## src/rtl/conv2d_engine.sv

```systemverilog
// 3x3 convolution engine: walks output windows row-major, fetches nine pixels per
// window from an external synchronous-read image memory and writes one result each.
module conv2d_engine #(
    parameter int IMG_W  = 8,
    parameter int IMG_H  = 8,
    parameter int DATA_W = 16,
    parameter int ACC_W  = 40,
    parameter int STRIDE = 1,
    localparam int OW    = (IMG_W - 3) / STRIDE + 1,
    localparam int OH    = (IMG_H - 3) / STRIDE + 1,
    localparam int AW    = (IMG_W * IMG_H > 1) ? $clog2(IMG_W * IMG_H) : 1,
    localparam int OAW   = (OW * OH > 1) ? $clog2(OW * OH) : 1
) (
    input  logic                     clk,
    input  logic                     rst,
    input  logic                     start,
    input  logic                     relu_en,
    input  logic                     k_we,
    input  logic [3:0]               k_addr,
    input  logic signed [DATA_W-1:0] k_wdata,
    output logic                     img_rd_en,
    output logic [AW-1:0]            img_rd_addr,
    input  logic signed [DATA_W-1:0] img_rd_data,
    output logic                     out_we,
    output logic [OAW-1:0]           out_addr,
    output logic signed [ACC_W-1:0]  out_data,
    output logic                     busy,
    output logic                     done
);

    localparam int RW = (OH > 1) ? $clog2(OH) : 1;
    localparam int CW = (OW > 1) ? $clog2(OW) : 1;

    typedef enum logic [2:0] {IDLE, FETCH, DRAIN, WRITE, FIN} state_t;

    state_t                    state;
    state_t                    next_state;
    logic [3:0]                tap;
    logic [3:0]                mac_tap;
    logic                      mac_valid;
    logic [RW-1:0]             orow;
    logic [CW-1:0]             ocol;
    logic signed [ACC_W-1:0]   acc;
    logic signed [DATA_W-1:0]  kernel [9];
    logic                      relu_q;
    logic [1:0]                kr;
    logic [1:0]                kc;
    logic signed [2*DATA_W-1:0] prod;
    logic signed [ACC_W-1:0]   prod_ext;
    logic                      last_col;
    logic                      last_row;

    always_comb begin
        kr = 2'd0;
        kc = 2'd0;
        case (tap)
            4'd0: begin kr = 2'd0; kc = 2'd0; end
            4'd1: begin kr = 2'd0; kc = 2'd1; end
            4'd2: begin kr = 2'd0; kc = 2'd2; end
            4'd3: begin kr = 2'd1; kc = 2'd0; end
            4'd4: begin kr = 2'd1; kc = 2'd1; end
            4'd5: begin kr = 2'd1; kc = 2'd2; end
            4'd6: begin kr = 2'd2; kc = 2'd0; end
            4'd7: begin kr = 2'd2; kc = 2'd1; end
            4'd8: begin kr = 2'd2; kc = 2'd2; end
            default: begin kr = 2'd0; kc = 2'd0; end
        endcase
    end

    // Pixel data lags the read by one cycle, so the MAC uses the tap registered with it.
    assign prod     = (2*DATA_W)'(img_rd_data) * (2*DATA_W)'(kernel[mac_tap]);
    assign prod_ext = ACC_W'(prod);
    assign last_col = (ocol == CW'(OW - 1));
    assign last_row = (orow == RW'(OH - 1));

    always_ff @(posedge clk or posedge rst) begin
        if (rst) begin
            state <= IDLE;
        end else begin
            state <= next_state;
        end
    end

    always_comb begin
        next_state  = state;
        img_rd_en   = 1'b0;
        img_rd_addr = '0;
        out_we      = 1'b0;
        out_addr    = '0;
        out_data    = '0;
        busy        = (state != IDLE);
        done        = 1'b0;
        case (state)
            IDLE: begin
                if (start) next_state = FETCH;
            end
            FETCH: begin
                img_rd_en   = 1'b1;
                img_rd_addr = AW'((32'(orow) * STRIDE + 32'(kr)) * IMG_W
                                  + 32'(ocol) * STRIDE + 32'(kc));
                if (tap == 4'd8) next_state = DRAIN;
            end
            DRAIN: begin
                next_state = WRITE;
            end
            WRITE: begin
                out_we     = 1'b1;
                out_addr   = OAW'(32'(orow) * OW + 32'(ocol));
                out_data   = (relu_q && acc[ACC_W-1]) ? '0 : acc;
                next_state = (last_row && last_col) ? FIN : FETCH;
            end
            FIN: begin
                done       = 1'b1;
                next_state = IDLE;
            end
            default: next_state = IDLE;
        endcase
    end

    always_ff @(posedge clk or posedge rst) begin
        if (rst) begin
            tap       <= '0;
            mac_tap   <= '0;
            mac_valid <= 1'b0;
            orow      <= '0;
            ocol      <= '0;
            acc       <= '0;
            relu_q    <= 1'b0;
            for (int i = 0; i < 9; i++) kernel[i] <= '0;
        end else begin
            mac_valid <= (state == FETCH);
            mac_tap   <= tap;
            // Tap 0 loads rather than accumulates, so windows need no clear cycle.
            if (mac_valid) acc <= (mac_tap == 4'd0) ? prod_ext : acc + prod_ext;
            case (state)
                IDLE: begin
                    if (k_we && k_addr <= 4'd8) kernel[k_addr] <= k_wdata;
                    if (start) begin
                        relu_q <= relu_en;
                        orow   <= '0;
                        ocol   <= '0;
                        tap    <= '0;
                        acc    <= '0;
                    end
                end
                FETCH: begin
                    tap <= (tap == 4'd8) ? 4'd0 : tap + 4'd1;
                end
                WRITE: begin
                    if (last_col) begin
                        ocol <= '0;
                        orow <= last_row ? '0 : orow + RW'(1);
                    end else begin
                        ocol <= ocol + CW'(1);
                    end
                end
                default: ;
            endcase
        end
    end

endmodule

```

## config.mk

```make
export PLATFORM = sky130hd
export DESIGN_NAME = conv2d_engine
export DESIGN_NICKNAME = d
export VERILOG_FILES = /design/src/rtl/conv2d_engine.sv
export SDC_FILE = /design/constraint.sdc
export NUM_CORES = 1
export LEC_CHECK = 0
export CAP_MARGIN = 10
export CELL_PAD_IN_SITES_DETAIL_PLACEMENT = 0
export CELL_PAD_IN_SITES_GLOBAL_PLACEMENT = 1
export CORE_UTILIZATION = 29
export DETAILED_ROUTE_END_ITERATION = 7
export DONT_BUFFER_PORTS = 1
export PLACE_DENSITY_LB_ADDON = 0.1
export SYNTH_ARGS = -nofsm -noshare
export SYNTH_HDL_FRONTEND = slang
export SYNTH_SLANG_ARGS = --single-unit
```

## constraint.sdc

```tcl
create_clock -name clk -period 8.68 [get_ports clk]
set_clock_uncertainty 0.05 [all_clocks]
set_input_delay 1.302 -clock clk [delete_from_list [all_inputs] [get_ports clk]]
set_output_delay 1.302 -clock clk [all_outputs]
set_load 0.05 [all_outputs]
```

==> impl_metrics.json, run 1 <==
{
  "status": "complete, but fails checks",
  "violations": "setup timing",
  "synth_edf_count": 0,
  "slew_headroom_pct": 25.7,
  "dp.cells": 3330,
  "initial_core_util_pct": 29.3,
  "cts_tree": "done",
  "end_kind": "flop",
  "post-route-drc-count": 0,
  "final_common_cell": "inv_1",
  "final_cells": 3409,
  "cp-endpoint": "acc[39]$_DFF_PP0_",
  "synth_nets": 2642,
  "core_area_um2": 74600,
  "drv_slew": 0,
  "gr-total-overflow": 0,
  "required_ps": 9020,
  "grt_use_met3_pct": 2.41,
  "viasPerCell": 4.74,
  "cp_max_fo": 9,
  "min_period_over_period_pct": 105,
  "syn_avg_cell_area_um2": 9.96,
  "reg2regPathDepth": 36,
  "crit_slowest_cell": "fa_2",
  "crit_path_start_kind": "flop",
  "port_buffers": 0,
  "cp_slowest_stage_delay_ps": 620,
  "cts.sinks": 203,
  "clkLatencyLatePin_ps": 570,
  "grt_start_max_net_pins": 94,
  "cts_max_level": 1,
  "setup_viol": 13,
  "synthDistinctLibCells": 79,
  "ys.flop_type": "dfrtp_1",
  "ys_seq_area_share_pct": 23.2,
  "fin_nets": 2864,
  "fmax_mhz": 110,
  "fin_ws_ps": -425,
  "wl_mm": 65.3,
  "finalHoldViolCount": 0,
  "crit_type": "reg -> reg",
  "synth_async_sr_flop_share_pct": 100,
  "yosysWarnings": 0,
  "cts_buffers": 27,
  "clk_pin_slew_ps": 60,
  "grt_pass1_vias": 17700,
  "cpMostUsedCell": "buf_4",
  "gr-max-usage-layer": "met2",
  "max_slew.worst_pin.slew_ps": 1110,
  "area_growth_pct": 22.7,
  "dieHeight_um": 277,
  "gp_congestion": 0.801,
  "reg2reg_from": "mac_tap[1]$_DFF_PP0_",
  "cts_root_buffer": "clkbuf_16",
  "syn_inst": 2196,
  "drv_cap": 0,
  "grt_pass1_wl_mm": 103,
  "ant_nets": 0,
  "die_area_um2": 76500,
  "r2r_slack_ps": -420,
  "grt_use_total_pct": 17.2,
  "use_met2_pct": 30.4,
  "detail_route.wl_per_cell_um": 19.2,
  "r2r_end": "acc[39]$_DFF_PP0_",
  "hold_path.class": "reg -> reg",
  "netlist_area_um2": 21900,
  "pin_count": 97,
  "startpoint": "mac_tap[1]$_DFF_PP0_",
  "clk_path_buf_depth": 3,
  "dieWidth_um": 277,
  "final_util_pct": 36.0,
  "grtUsageMet1_pct": 22.2,
  "num_vias": 16200,
  "layout_common_cells": "inv_1, fa_1, buf_4",
  "synth_seq_cells": 203,
  "first_pass_iters": 5,
  "hpwlAfterDp_mm": 50.3,
  "n_fill_cell": 7543,
  "period_needed_ps": 9100,
  "rows": 100,
  "drt_iter0_drc": 587,
  "cp.arrival_ps": 9450,
  "rsz0062_at_grt": "yes",
  "drive_gt1_share_pct": 26.1,
  "antenna_found_initial": 0
}
synth_stat cells, types with 9 or more instances:
| cell type | count | area share (%) |
|---|---|---|
| mux4_2 | 32 | 3.3 |
| a21o_1 | 24 | 0.82 |
| dfrtp_1 | 203 | 23 |
| mux2i_1 | 25 | 1.1 |
| nor3_1 | 14 | 0.32 |
| buf_2 | 13 | 0.30 |
| a31oi_1 | 14 | 0.40 |
| a21oi_1 | 92 | 2.1 |
| mux2_2 | 140 | 7.2 |
| xor2_1 | 24 | 0.96 |
| nor2_1 | 98 | 1.7 |
| nand2_1 | 209 | 3.6 |
| and2_1 | 170 | 4.9 |
| o21bai_1 | 9 | 0.31 |
| ha_1 | 138 | 7.9 |
| o21ai_1 | 10 | 0.23 |
| a211oi_1 | 10 | 0.34 |
| xnor2_1 | 46 | 1.8 |
| o21ai_0 | 92 | 2.1 |
| inv_1 | 327 | 5.6 |
| nand3_1 | 15 | 0.34 |
| fa_1 | 267 | 24 |
| clkbuf_1 | 78 | 1.3 |
worst min path at each step:
stage                             from                      end  slack (ps)  cells after the start
6_report       kernel[113]$_DFFE_PP0P_  kernel[113]$_DFFE_PP0P_         440                      1
4_1_cts        kernel[113]$_DFFE_PP0P_  kernel[113]$_DFFE_PP0P_         440                      1
2_1_floorplan       tap[2]$_DFFE_PP0P_     mac_tap[2]$_DFF_PP0_         320                      0
5_1_grt        kernel[114]$_DFFE_PP0P_  kernel[114]$_DFFE_PP0P_         460                      1
3_3_place_gp   kernel[112]$_DFFE_PP0P_  kernel[112]$_DFFE_PP0P_         420                      1
3_5_place_dp   kernel[113]$_DFFE_PP0P_  kernel[113]$_DFFE_PP0P_         430                      1
kinds of logic after synthesis:
kind of cell / Yosys count / share of synthesized area (%)
compound gates: 320 / 9.23
xor+xnor: 71 / 2.91
flops: 203 / 23.2
buf+inv: 422 / 7.32
mux: 203 / 12.0
simple gates: 572 / 13.0
fa+ha+maj: 405 / 32.3
stage by stage:
stage	hold slack, ps	TNS (ps)	area [um2]	setup slack, ps
after global placement	422	-5570	25000	-605
final	445	-2410	26800	-425
after detailed placement	428	-5870	25000	-662
after global routing	462	-9730	26800	-779
after CTS	442	-3460	26300	-445
after floorplan	322	0	22000	1.05
final cells by class:
cell class,instances,area [um2],share of cell area (%)
diodes,1,2.50,0.00932
clock buffers,36,769,2.87
clock inverters,14,194,0.722
inverters,327,1230,4.60
multi-input cells,1571,15800,59.0
flip-flops and latches,203,5080,18.9
well taps,969,1210,4.52
repair buffers,288,2510,9.33
critical path, delay by kind of cell, from the launching register on:
kind / cells / cell delay [ps]
flip-flops: 1 / 520
multiplexers: 3 / 940
AND/OR/NAND/NOR: 8 / 1180
adder cells (fa/ha/maj): 8 / 3690
AO/OA/AOI/OAI: 7 / 1210
buffers and inverters: 10 / 1330
state kept, by name (all words and copies together) (netlist names):
signal     cells
relu_q         1
acc           40
mac_tap        4
ocol           3
orow           3
tap            4
kernel       144
mac_valid      1
state          3
metal layers:
metal,vias up,routed length [um],share of wire (%)
li1,7616,-,-
met1,8303,28800,44
met2,182,32900,50
met3,64,2310,3.5
met4,0,1300,2.0
met5,-,0,0
timing repair:
item,4_1_cts,5_1_grt
gates cloned,1,2
pin swaps,8,29
buffers inserted,10,15
hold buffers,0,0
gates resized for setup,35,81
setup endpoints to repair,22,27
hold endpoints to repair,0,0
Power of run 1 is left out: the tool's default activity adds up to more than one toggle a clock period on the data nets, which glitch-free logic cannot reach.
==> run 2: changes to the inputs <==
--- a/config.mk
+++ b/config.mk
@@ -12,6 +12,7 @@
 export DETAILED_ROUTE_END_ITERATION = 7
 export DONT_BUFFER_PORTS = 1
 export PLACE_DENSITY_LB_ADDON = 0.1
+export RECOVER_POWER = 50
 export SYNTH_ARGS = -nofsm -noshare
 export SYNTH_HDL_FRONTEND = slang
 export SYNTH_SLANG_ARGS = --single-unit
==> impl_metrics.json, run 2 (synthesis gave the netlist of run 1 again) <==
{
  "dieHeight_um": 277,
  "setup-tns-final_ps": -2460,
  "crit_type": "reg -> reg",
  "end_kind": "flop",
  "slew_headroom_pct": -207,
  "clk_path_buf_depth": 3,
  "dieWidth_um": 277,
  "rows": 100,
  "initial_core_util_pct": 29.3,
  "ant_nets": 0,
  "grt_pass1_vias": 17700,
  "antenna_found_initial": 0,
  "cpMostUsedCell": "buf_4",
  "layout_common_cells": "inv_1, fa_1, buf_4",
  "worst_hold_slack_ps": 443,
  "n_fill_cell": 7548,
  "cts_max_level": 1,
  "drv_cap": 4,
  "port_buffers": 0,
  "detail_route.wl_per_cell_um": 19.2,
  "fin_ws_ps": -418,
  "crit_path_start_kind": "flop",
  "grt_use_total_pct": 17.2,
  "largest_reg_flops": 144,
  "drive_gt1_share_pct": 25.7,
  "clk_pin_slew_ps": 60,
  "cp_slowest_stage_delay_ps": 620,
  "use_met2_pct": 30.4,
  "die_area_um2": 76500,
  "area_growth_pct": 22.6,
  "crit_slowest_cell": "fa_2",
  "cp.arrival_ps": 9440,
  "drv_slew": 197,
  "hold_path.class": "reg -> reg",
  "viasPerCell": 4.76,
  "largest_registers": "kernel x144, acc x40",
  "period_needed_ps": 9100,
  "status": "complete, but fails checks",
  "post-route-drc-count": 0,
  "grt_pass1_wl_mm": 103,
  "fin_nets": 2864,
  "min_period_over_period_pct": 105,
  "num_vias": 16200,
  "max_slew.worst_pin.slew_ps": 4580,
  "r2r_slack_ps": -420,
  "gr-max-usage-layer": "met2",
  "grt_start_max_net_pins": 94,
  "holdBufCountCts": 0,
  "grtUsageMet1_pct": 22.2,
  "fmax_mhz": 110,
  "grt_use_met3_pct": 2.41,
  "violations": "capacitance limit, slew limit, setup timing",
  "cts_buffers": 27,
  "dp.cells": 3330,
  "cts_root_buffer": "clkbuf_16",
  "rsz0062_at_grt": "yes",
  "gr-total-overflow": 0,
  "final_common_cell": "inv_1",
  "hpwlAfterDp_mm": 50.3,
  "top_register": "kernel",
  "cp_max_fo": 9,
  "required_ps": 9020,
  "cts.sinks": 203,
  "drt_iter0_drc": 587,
  "setup_viol": 13,
  "clkLatencyLatePin_ps": 570,
  "final_area_um2": 26800,
  "core_area_um2": 74600,
  "final_cells": 3409,
  "finalHoldViolCount": 0,
  "cts_tree": "done",
  "placed_area_um2": 25000,
  "wl_mm": 65.4,
  "pin_count": 97,
  "gp_congestion": 0.801,
  "first_pass_iters": 4
}
run 2: cell types whose count changed in the layout (fill, tap and decap cells not counted), sizes merged:
| cell | previous run | this run |
|---|---|---|
| clkinvlp | 2 | 3 |
| buf | 286 | 279 |
| inv | 328 | 327 |
| clkbuf | 38 | 45 |
run 2: cell type report:
cell class	instances	area [um2]	share of cell area, %
Inverter	327	1230	4.58
Clock inverter	14	194	0.723
Clock buffer	36	769	2.87
Antenna cell	1	2.50	0.00933
Multi-Input combinational cell	1571	15800	59.1
Tap cell	969	1210	4.52
Timing Repair Buffer	288	2480	9.25
Sequential cell	203	5080	19.0
run 2: final timing paths:
check / from / to / depth (start not counted)
min in group asynchronous: rst / orow[1]$_DFFE_PP0P_ / 1
min: tap[0]$_DFFE_PP0P_ / mac_tap[0]$_DFF_PP0_ / 0
max: mac_tap[1]$_DFF_PP0_ / acc[39]$_DFF_PP0_ / 36
max in group asynchronous: rst / kernel[93]$_DFFE_PP0P_ / 3
max reg2reg: mac_tap[1]$_DFF_PP0_ / acc[39]$_DFF_PP0_ / 36
min reg2reg: tap[0]$_DFFE_PP0P_ / mac_tap[0]$_DFF_PP0_ / 0
run 2: stage by stage:
| stage | util, % | setup WS [ps] |
|---|---|---|
| after CTS | 35.2 | -445 |
| after floorplan | - | 1.05 |
| after global placement | 33.5 | -605 |
| after global routing | 35.9 | -779 |
| after detailed placement | 33.5 | -662 |
| final | 36.0 | -418 |
run 2: critical path: cells and delay by family, from the launching register on:
family / cells / cell delay, ps
fa+ha+maj: 8 / 3680
buf+inv: 10 / 1320
compound gates: 7 / 1210
simple gates: 8 / 1180
mux: 3 / 930
flops: 1 / 520
run 2: routing by layer:
layer | wire, um | part of all wire (%)
met3 | 2340 | 3.6
met1 | 28900 | 44
met2 | 32900 | 50
met5 | 0 | 0
met4 | 1300 | 2.0
run 2: repair_timing:
action,CTS,global route
resized for setup,35,81
pin swaps,8,29
endpoints found under the setup margin,22,27
buffers inserted,10,15
gates cloned,1,2
Power of run 2 is left out for the same reason.
